**config.mk**
```make
export PLATFORM = sky130hd
export DESIGN_NAME = bcd_updown_counter_n
export DESIGN_NICKNAME = d
export VERILOG_FILES = /design/src/rtl/bcd_updown_counter_n.sv
export SDC_FILE = /design/constraint.sdc
export NUM_CORES = 1
export LEC_CHECK = 0
export BUFFER_PORTS_ARGS = -buffer_cell sky130_fd_sc_hd__clkbuf_2
export CAP_MARGIN = 10
export CORE_MARGIN = 5
export CORE_UTILIZATION = 42
export DETAILED_ROUTE_END_ITERATION = 12
export PLACE_DENSITY = 0.67
export SLEW_MARGIN = 20
export SYNTH_ARGS = -nofsm -noshare
export SYNTH_HDL_FRONTEND = slang
export SYNTH_SLANG_ARGS = --single-unit
```
**constraint.sdc**
```tcl
create_clock -name clk -period 2.3 [get_ports clk]
set_clock_uncertainty 0.15 [all_clocks]
set_input_delay 0.46 -clock clk [delete_from_list [all_inputs] [get_ports clk]]
set_output_delay 0.46 -clock clk [all_outputs]
set_load 0.005 [all_outputs]
```
**src/rtl/bcd_updown_counter_n.sv**
```systemverilog
// Cascaded BCD up/down counter with a wrap/saturate mode register, validated
// parallel load, and one-cycle event pulses. Every digit has its own step slice.

module bcd_digit_step (
   input  logic [3:0] d,
   input  logic       cin,
   input  logic       dn,
   output logic [3:0] q
);
   always_comb begin
      q = d;
      if (cin) begin
         if (!dn) q = (d >= 4'd9) ? 4'd0 : d + 4'd1;
         else     q = (d == 4'd0) ? 4'd9 : d - 4'd1;
      end
   end
endmodule

module bcd_updown_counter_n #(
   parameter int DIGITS      = 4,
   parameter bit SAT_DEFAULT = 1'b0
) (
   input  logic                  clk,
   input  logic                  reset,
   input  logic                  en,
   input  logic                  up,
   input  logic                  down,
   input  logic                  load,
   input  logic [4*DIGITS-1:0]   load_val,
   input  logic                  mode_wr,
   input  logic                  sat_in,
   output logic [4*DIGITS-1:0]   count,
   output logic                  wrap,
   output logic                  sat_hit,
   output logic                  load_err,
   output logic                  at_max,
   output logic                  at_zero
);
   logic [DIGITS-1:0][3:0] cnt_q;
   logic [DIGITS-1:0][3:0] step_val;
   logic [DIGITS-1:0]      cin;
   logic                   carry_out;
   logic                   mode_q;
   logic                   load_ok;
   logic                   step_up;
   logic                   step_dn;

   assign step_up = en & up & ~down;
   assign step_dn = en & down & ~up;
   assign count   = cnt_q;

   // Carry into digit k is computed directly from the lower digits so the
   // chain stays a single combinational block with no feedback through slices.
   always_comb begin
      logic run;
      logic all9;
      logic all0;
      logic ok;
      run  = 1'b1;
      all9 = 1'b1;
      all0 = 1'b1;
      ok   = 1'b1;
      cin  = '0;
      for (int k = 0; k < DIGITS; k++) begin
         cin[k] = run;
         run    = run & (step_dn ? (cnt_q[k] == 4'd0) : (cnt_q[k] == 4'd9));
         all9   = all9 & (cnt_q[k] == 4'd9);
         all0   = all0 & (cnt_q[k] == 4'd0);
         ok     = ok & (load_val[4*k +: 4] <= 4'd9);
      end
      carry_out = run;
      at_max    = all9;
      at_zero   = all0;
      load_ok   = ok;
   end

   for (genvar k = 0; k < DIGITS; k++) begin : g_dig
      bcd_digit_step u_dig (
         .d   (cnt_q[k]),
         .cin (cin[k]),
         .dn  (step_dn),
         .q   (step_val[k])
      );
   end

   always_ff @(posedge clk or negedge reset) begin
      if (!reset) begin
         cnt_q    <= '0;
         wrap     <= 1'b0;
         sat_hit  <= 1'b0;
         load_err <= 1'b0;
         mode_q   <= SAT_DEFAULT;
      end else begin
         wrap     <= 1'b0;
         sat_hit  <= 1'b0;
         load_err <= 1'b0;
         if (mode_wr) mode_q <= sat_in;
         if (load) begin
            if (load_ok) cnt_q    <= load_val;
            else         load_err <= 1'b1;
         end else if (step_up || step_dn) begin
            // carry_out means the whole counter sits at the limit being crossed
            if (carry_out && mode_q) begin
               sat_hit <= 1'b1;
            end else begin
               cnt_q <= step_val;
               wrap  <= carry_out;
            end
         end
      end
   end
endmodule

```
* Word-level counts from Yosys, hierarchy flattened
Cells that the tools add are included.
** Storage, ports and cells
- Register bits after elaboration :: 20
- Latch bits :: 0
- Memory bits (writable) :: 0
- Bits in read-only memories :: 0
- Bits of input ports :: 24
- Logic and storage cells :: 93
- Memories :: 0
** Cells by class
- $add $sub $neg :: 8
- Multiply operators :: 0
- Divide/modulo/power cells :: 0
- Order comparisons :: 8
- Equality and inequality tests :: 6
- Shifts and indexed selects :: 0
- Muxes and demuxes :: 31
- Bitwise gates (word level) :: 18
- Reductions and logical operators :: 14
** Operator list (number)
- 16-bit two-way mux :: 4
- 4-bit two-way mux :: 15
- 4-bit by 1-bit adder with 4-bit output (second input constant) :: 4
- 1-bit bitwise AND :: 16
- 4-bit equality test (second input constant) :: 4
- 4-bit greater-or-equal comparator (second input constant) :: 4
- 4-bit less-or-equal comparator (second input constant) :: 4
- 4-bit zero test :: 4
- 4-bit by 1-bit subtractor with 4-bit output (second input constant) :: 4
- 1-bit two-way mux :: 12
- 4-bit AND reduction :: 3
- 2-bit nonzero test :: 4
- 3-bit AND reduction :: 1
- 2-bit by 1-bit inequality test with 1-bit output (second input constant) :: 1
- 2-bit inequality test (second input constant) :: 1
- 1-bit inverter :: 2
- 1-bit logical AND :: 1
- 1-bit logical OR :: 1

* Longest topological paths before layout
- Depth in word-level cells :: 10
- Gate-level depth with buffers :: 8
- Depth with buffers taken out :: 7

* Cells and area by module
A second synthesis with hierarchy kept.
** Second synthesis, totals
- Cells, all modules :: 242
- Area, all modules :: 2307.2 um2
** By module, submodules not included
- bcd_updown_counter_n :: instances 1, cells each 98, area each 1191.1 um2
- bcd_digit_step :: instances 4, cells each 36, area each 279.0 um2

* Least setup slack after synthesis
OpenSTA, ideal clock, no wires.
- Path type :: register to register
- From :: register cnt_q (netlist bit count[0])
- To :: register cnt_q (netlist bit count[5])
- Setup time :: 0.128 ns
- Data arrival time :: 2.015 ns
- Data required time :: 2.022 ns
- Setup slack :: 0.007 ns
- Cell stages (with the launch flop) :: 9
- Path through :: dfrtp_1 > inv_1 > ha_1 > buf_2 > nor4b_2 > nand4_1 > a21bo_2 > a31oi_4 > mux2_1
** On the way
- Longest elaborated chain between the ends :: 8
- Elaborated cells between the ends (all ways) :: 10
** RTL lines
- start: declaration :: RTL line 39 : logic [DIGITS-1:0][3:0] cnt_q;
- start signal: assignment :: RTL line 99 : if (load_ok) cnt_q <= load_val;
- start signal: assignment :: RTL line 106 : cnt_q <= step_val;
- 4-bit equality test or 4-bit zero test (tied branches) :: RTL line 66 : run = run & (step_dn ? (cnt_q[k] == 4'd0) : (cnt_q[k] == 4'd9));
- 1-bit two-way mux * :: RTL line 66
- 1-bit bitwise AND (3 in a row) :: RTL line 66
- 1-bit logical AND :: RTL line 103 : if (carry_out && mode_q) begin
- 2-bit inequality test (no source line)
- 4-bit AND reduction (no source line) *
Every way passes the cells marked *; elsewhere a longest branch is shown, timed or not.
A chain may end at the register's enable or synchronous reset.

* Final worst setup path
- From :: register cnt_q (netlist bit count[9])
- To :: output port at_max
** On the way
- Longest elaborated chain between the ends :: 3
** RTL lines
- 4-bit equality test :: RTL line 67 : all9 = all9 & (cnt_q[k] == 4'd9);
- 1-bit bitwise AND (2 in a row) :: RTL line 67
- end: declaration :: RTL line 36 : output logic at_max,
Every way passes these cells.

==> impl_metrics.toml <==
[synthesis]
ys.flop_type = "dfrtp_1"
synth-edff-count = 0
avgSynthCellArea_um2 = 8.469
syn_area_mm2 = 0.002016
async_flop_share_pct = 100.0
ys_ff_latch = 20
synth.distinct_cells = 59
yosysSeqAreaShare_pct = 24.83
yosysMostFrequentCell = "inv_1"
synth_top_area_share_pct = 24.83
syn_inst = 238
syn_nets = 275
ys_top_cells_by_count = "inv_1 (22), dfrtp_1 (20), o21ai_0 (16)"
synthTopCellsByArea = "dfrtp_1 (25%), ha_1 (8.1%), inv_1 (4.1%), o21ai_0 (4.0%), a21oi_1 (3.7%)"
ys_warn_count = 0
synth_top_area_cell = "dfrtp_1"

[cells_and_area]
antenna_cells = 0
seq_area_um2 = 500.5
syn2layout_area_growth_pct = 32.71
multiInputGateArea_mm2 = 0.001430
fin_area_mm2 = 0.002675
drive_above_1_share_pct = 38.98
fillers = 427
nNetsFinal = 351

[cts]
clk_latency_ps = 260
numCtsBuffers = 3
clock-sinks = 20
root_buffer = "clkbuf_8"
cts_tree = "done"
clockBufferDepth = 2
htreeDepth = 1
cts.reportedPaths.clkPinSlew_ps = 80
postCtsHoldBufs = 0

[floorplanning]
start_util_pct = 42.96
die_w_um = 79.28
die_h_um = 79.28
ioPinCount = 45
fp-row-count = 25
die_area_mm2 = 0.006285
core_area_mm2 = 0.004692

[setup_path]
r2r_cells = 6
cp-start-kind = "register"
r2r-start = "count[8]"
cp.required_ps = 1690
end_kind = "output pin"
timing.rr.end = "count[8]"
cp_max_fo = 3
rrSetupSlack_ps = 90
crit_arrival_ps = 1630
criticalPathCategory = "reg -> out"

[sta]
finalHoldViolations = 0
fin_crit_ps = 2240
max_freq_mhz = 446.4
worst-slew-pin-transition_ps = 542.6
period_share_pct = 97.39
rsz0062_at_grt = "true"
setup_viol = 0
finalMaxSlewViolations = 0
slew-limit-headroom_pct = 63.82

[power_and_ir_drop]
pwr_density_cell_mw_per_mm2 = 1107
seqPwrFrac_pct = 22.8
leakage_nw = 1.266
p_total_mw = 2.962
irDropWorstVdd_mv = 0.4392
p_sw_share_pct = 44.17
p_int_mw = 1.654
pwr-share-comb_pct = 67.8
power.switching_mw = 1.308
p_clk_share_pct = 9.4

[grt]
grt-ovfl-total = 0
grt_use_total_pct = 19.80
grt_max_degree = 21
antenna_found_initial = 0
grt_pass1_vias = 2116
grt_pass1_wl_mm = 10.03

[placement]
io_buffers = 44
place_congestion = 0.8956
dpl_cell_area_mm2 = 0.002524
dp_hpwl_mm = 4.675

[routing]
wl_per_cell_um = 16.42
vias = 2162
finalWirelength_mm = 6.026
drc = 0
ant_nets = 0
viasPerCell = 5.891
drt_pass1_iterations = 4
initialDrtViolationCount = 149

[outcome]
status = "complete, no violations"

[worst_hold_path]
hp-class = "in -> async"

[run]
max_cap_viol_count = 0
layout by cell type (no fill, tap or decap), types with 2 or more instances in the layout:
cell type / instances
o22ai_1: 3
a32oi_1: 2
a31oi_1: 8
ha_1: 9
clkbuf_8: 4
mux2i_2: 2
o31ai_1: 2
nand3_1: 7
buf_4: 41
ha_4: 2
nand4_1: 5
o41ai_1: 2
mux2i_1: 4
mux2_2: 4
a311oi_1: 6
a211oi_1: 3
inv_1: 17
nand2_1: 15
o21bai_1: 5
clkbuf_2: 44
nand3b_1: 2
o21ai_0: 16
mux2_1: 2
and3_1: 2
nand2b_1: 3
a311o_1: 2
inv_2: 5
a21oi_1: 15
dfrtp_1: 20
nor2_1: 15
ha_2: 2
mux2_4: 5
nor2b_1: 2
nand4b_1: 3
nor3_1: 4
worst max path at each step:
stage | start | endpoint | slack, ps
2_1_floorplan | count[0] | count[5] | 7
3_3_place_gp | up | count[1] | 2
3_5_place_dp | up | count[8] | -70
4_1_cts | count[8] | at_zero | 9
5_1_grt | count[9] | at_max | -20
6_report | count[9] | at_max | 60
layer usage:
layer  vias to the layer above  part of all wire [%]  global-route usage [%]
li1                       1039                     -                       -
met1                      1036                    44                   25.77
met2                        71                    49                   34.09
met3                        16                   4.3                   2.268
met4                         0                   2.0                   6.186
met5                         -                     0                       0
state kept, by name, summed over array words and instances (netlist names):
| name | flops |
|---|---|
| count | 16 |
| load_err | 1 |
| mode_q | 1 |
| sat_hit | 1 |
| wrap | 1 |
stage by stage:
step / cells / utilization (%) / setup TNS, ps / hold WS (ps) / setup slack, ps
3_5_place_dp: 360 / 53.79 / -402.0 / 318.4 / -66.89
2_1_floorplan: 238 / - / 0 / 14.41 / 7.242
3_3_place_gp: 360 / 53.79 / 0 / 306.8 / 1.799
5_1_grt: 367 / 57.01 / -36.01 / 54.05 / -16.05
6_report: 367 / 57.01 / 0 / 17.22 / 60.02
4_1_cts: 366 / 55.68 / 0 / 35.98 / 9.233
what timing repair did:
| item | 4_1_cts | 5_1_grt |
|---|---|---|
| endpoints found under the setup margin | 1 | 14 |
| pin swaps | 0 | 5 |
| gates resized for setup | 3 | 16 |
| setup buffers | 2 | 1 |
power by group through the flow:
| stage | combinational [mW] | sequential, mW | clock [mW] |
|---|---|---|---|
| after global routing | 2.22 | 0.698 | 0.302 |
| final | 2.01 | 0.675 | 0.279 |
| after detailed placement | 1.86 | 0.657 | 0 |
| after floorplan | 1.09 | 0.677 | 0 |
| after CTS | 1.93 | 0.652 | 0.281 |
| after global placement | 1.82 | 0.653 | 0 |
layout make-up:
cell class                      instances  area share (%)
Sequential cell                        20           18.71
Timing Repair Buffer                   86           20.16
Tap cell                               54           2.526
Clock buffer                            4           2.058
Multi-Input combinational cell        181           53.46
Inverter                               22           3.087
worst max-delay path, cell delays in order, from the launching register on:
cell	delay [ps]
dfrtp_1	390
inv_2	90
ha_2	200
and3b_2	210
buf_4	120
nand4_1	90
nor2_1	140
clkbuf_2	130
logic make-up (layout without fill, tap and decap cells):
family / Yosys count / in the layout / share of synthesized area, %
AO/OA/AOI/OAI: 79 / 79 / 28.74
AND/OR/NAND/NOR: 70 / 70 / 19.55
buffers and inverters: 37 / 112 / 7.697
flip-flops: 20 / 20 / 24.83
multiplexers: 17 / 17 / 10.24
adder cells (fa/ha/maj): 13 / 13 / 8.070
XOR/XNOR: 2 / 2 / 0.8692
Note: power is estimated with default switching activity, not from simulation.
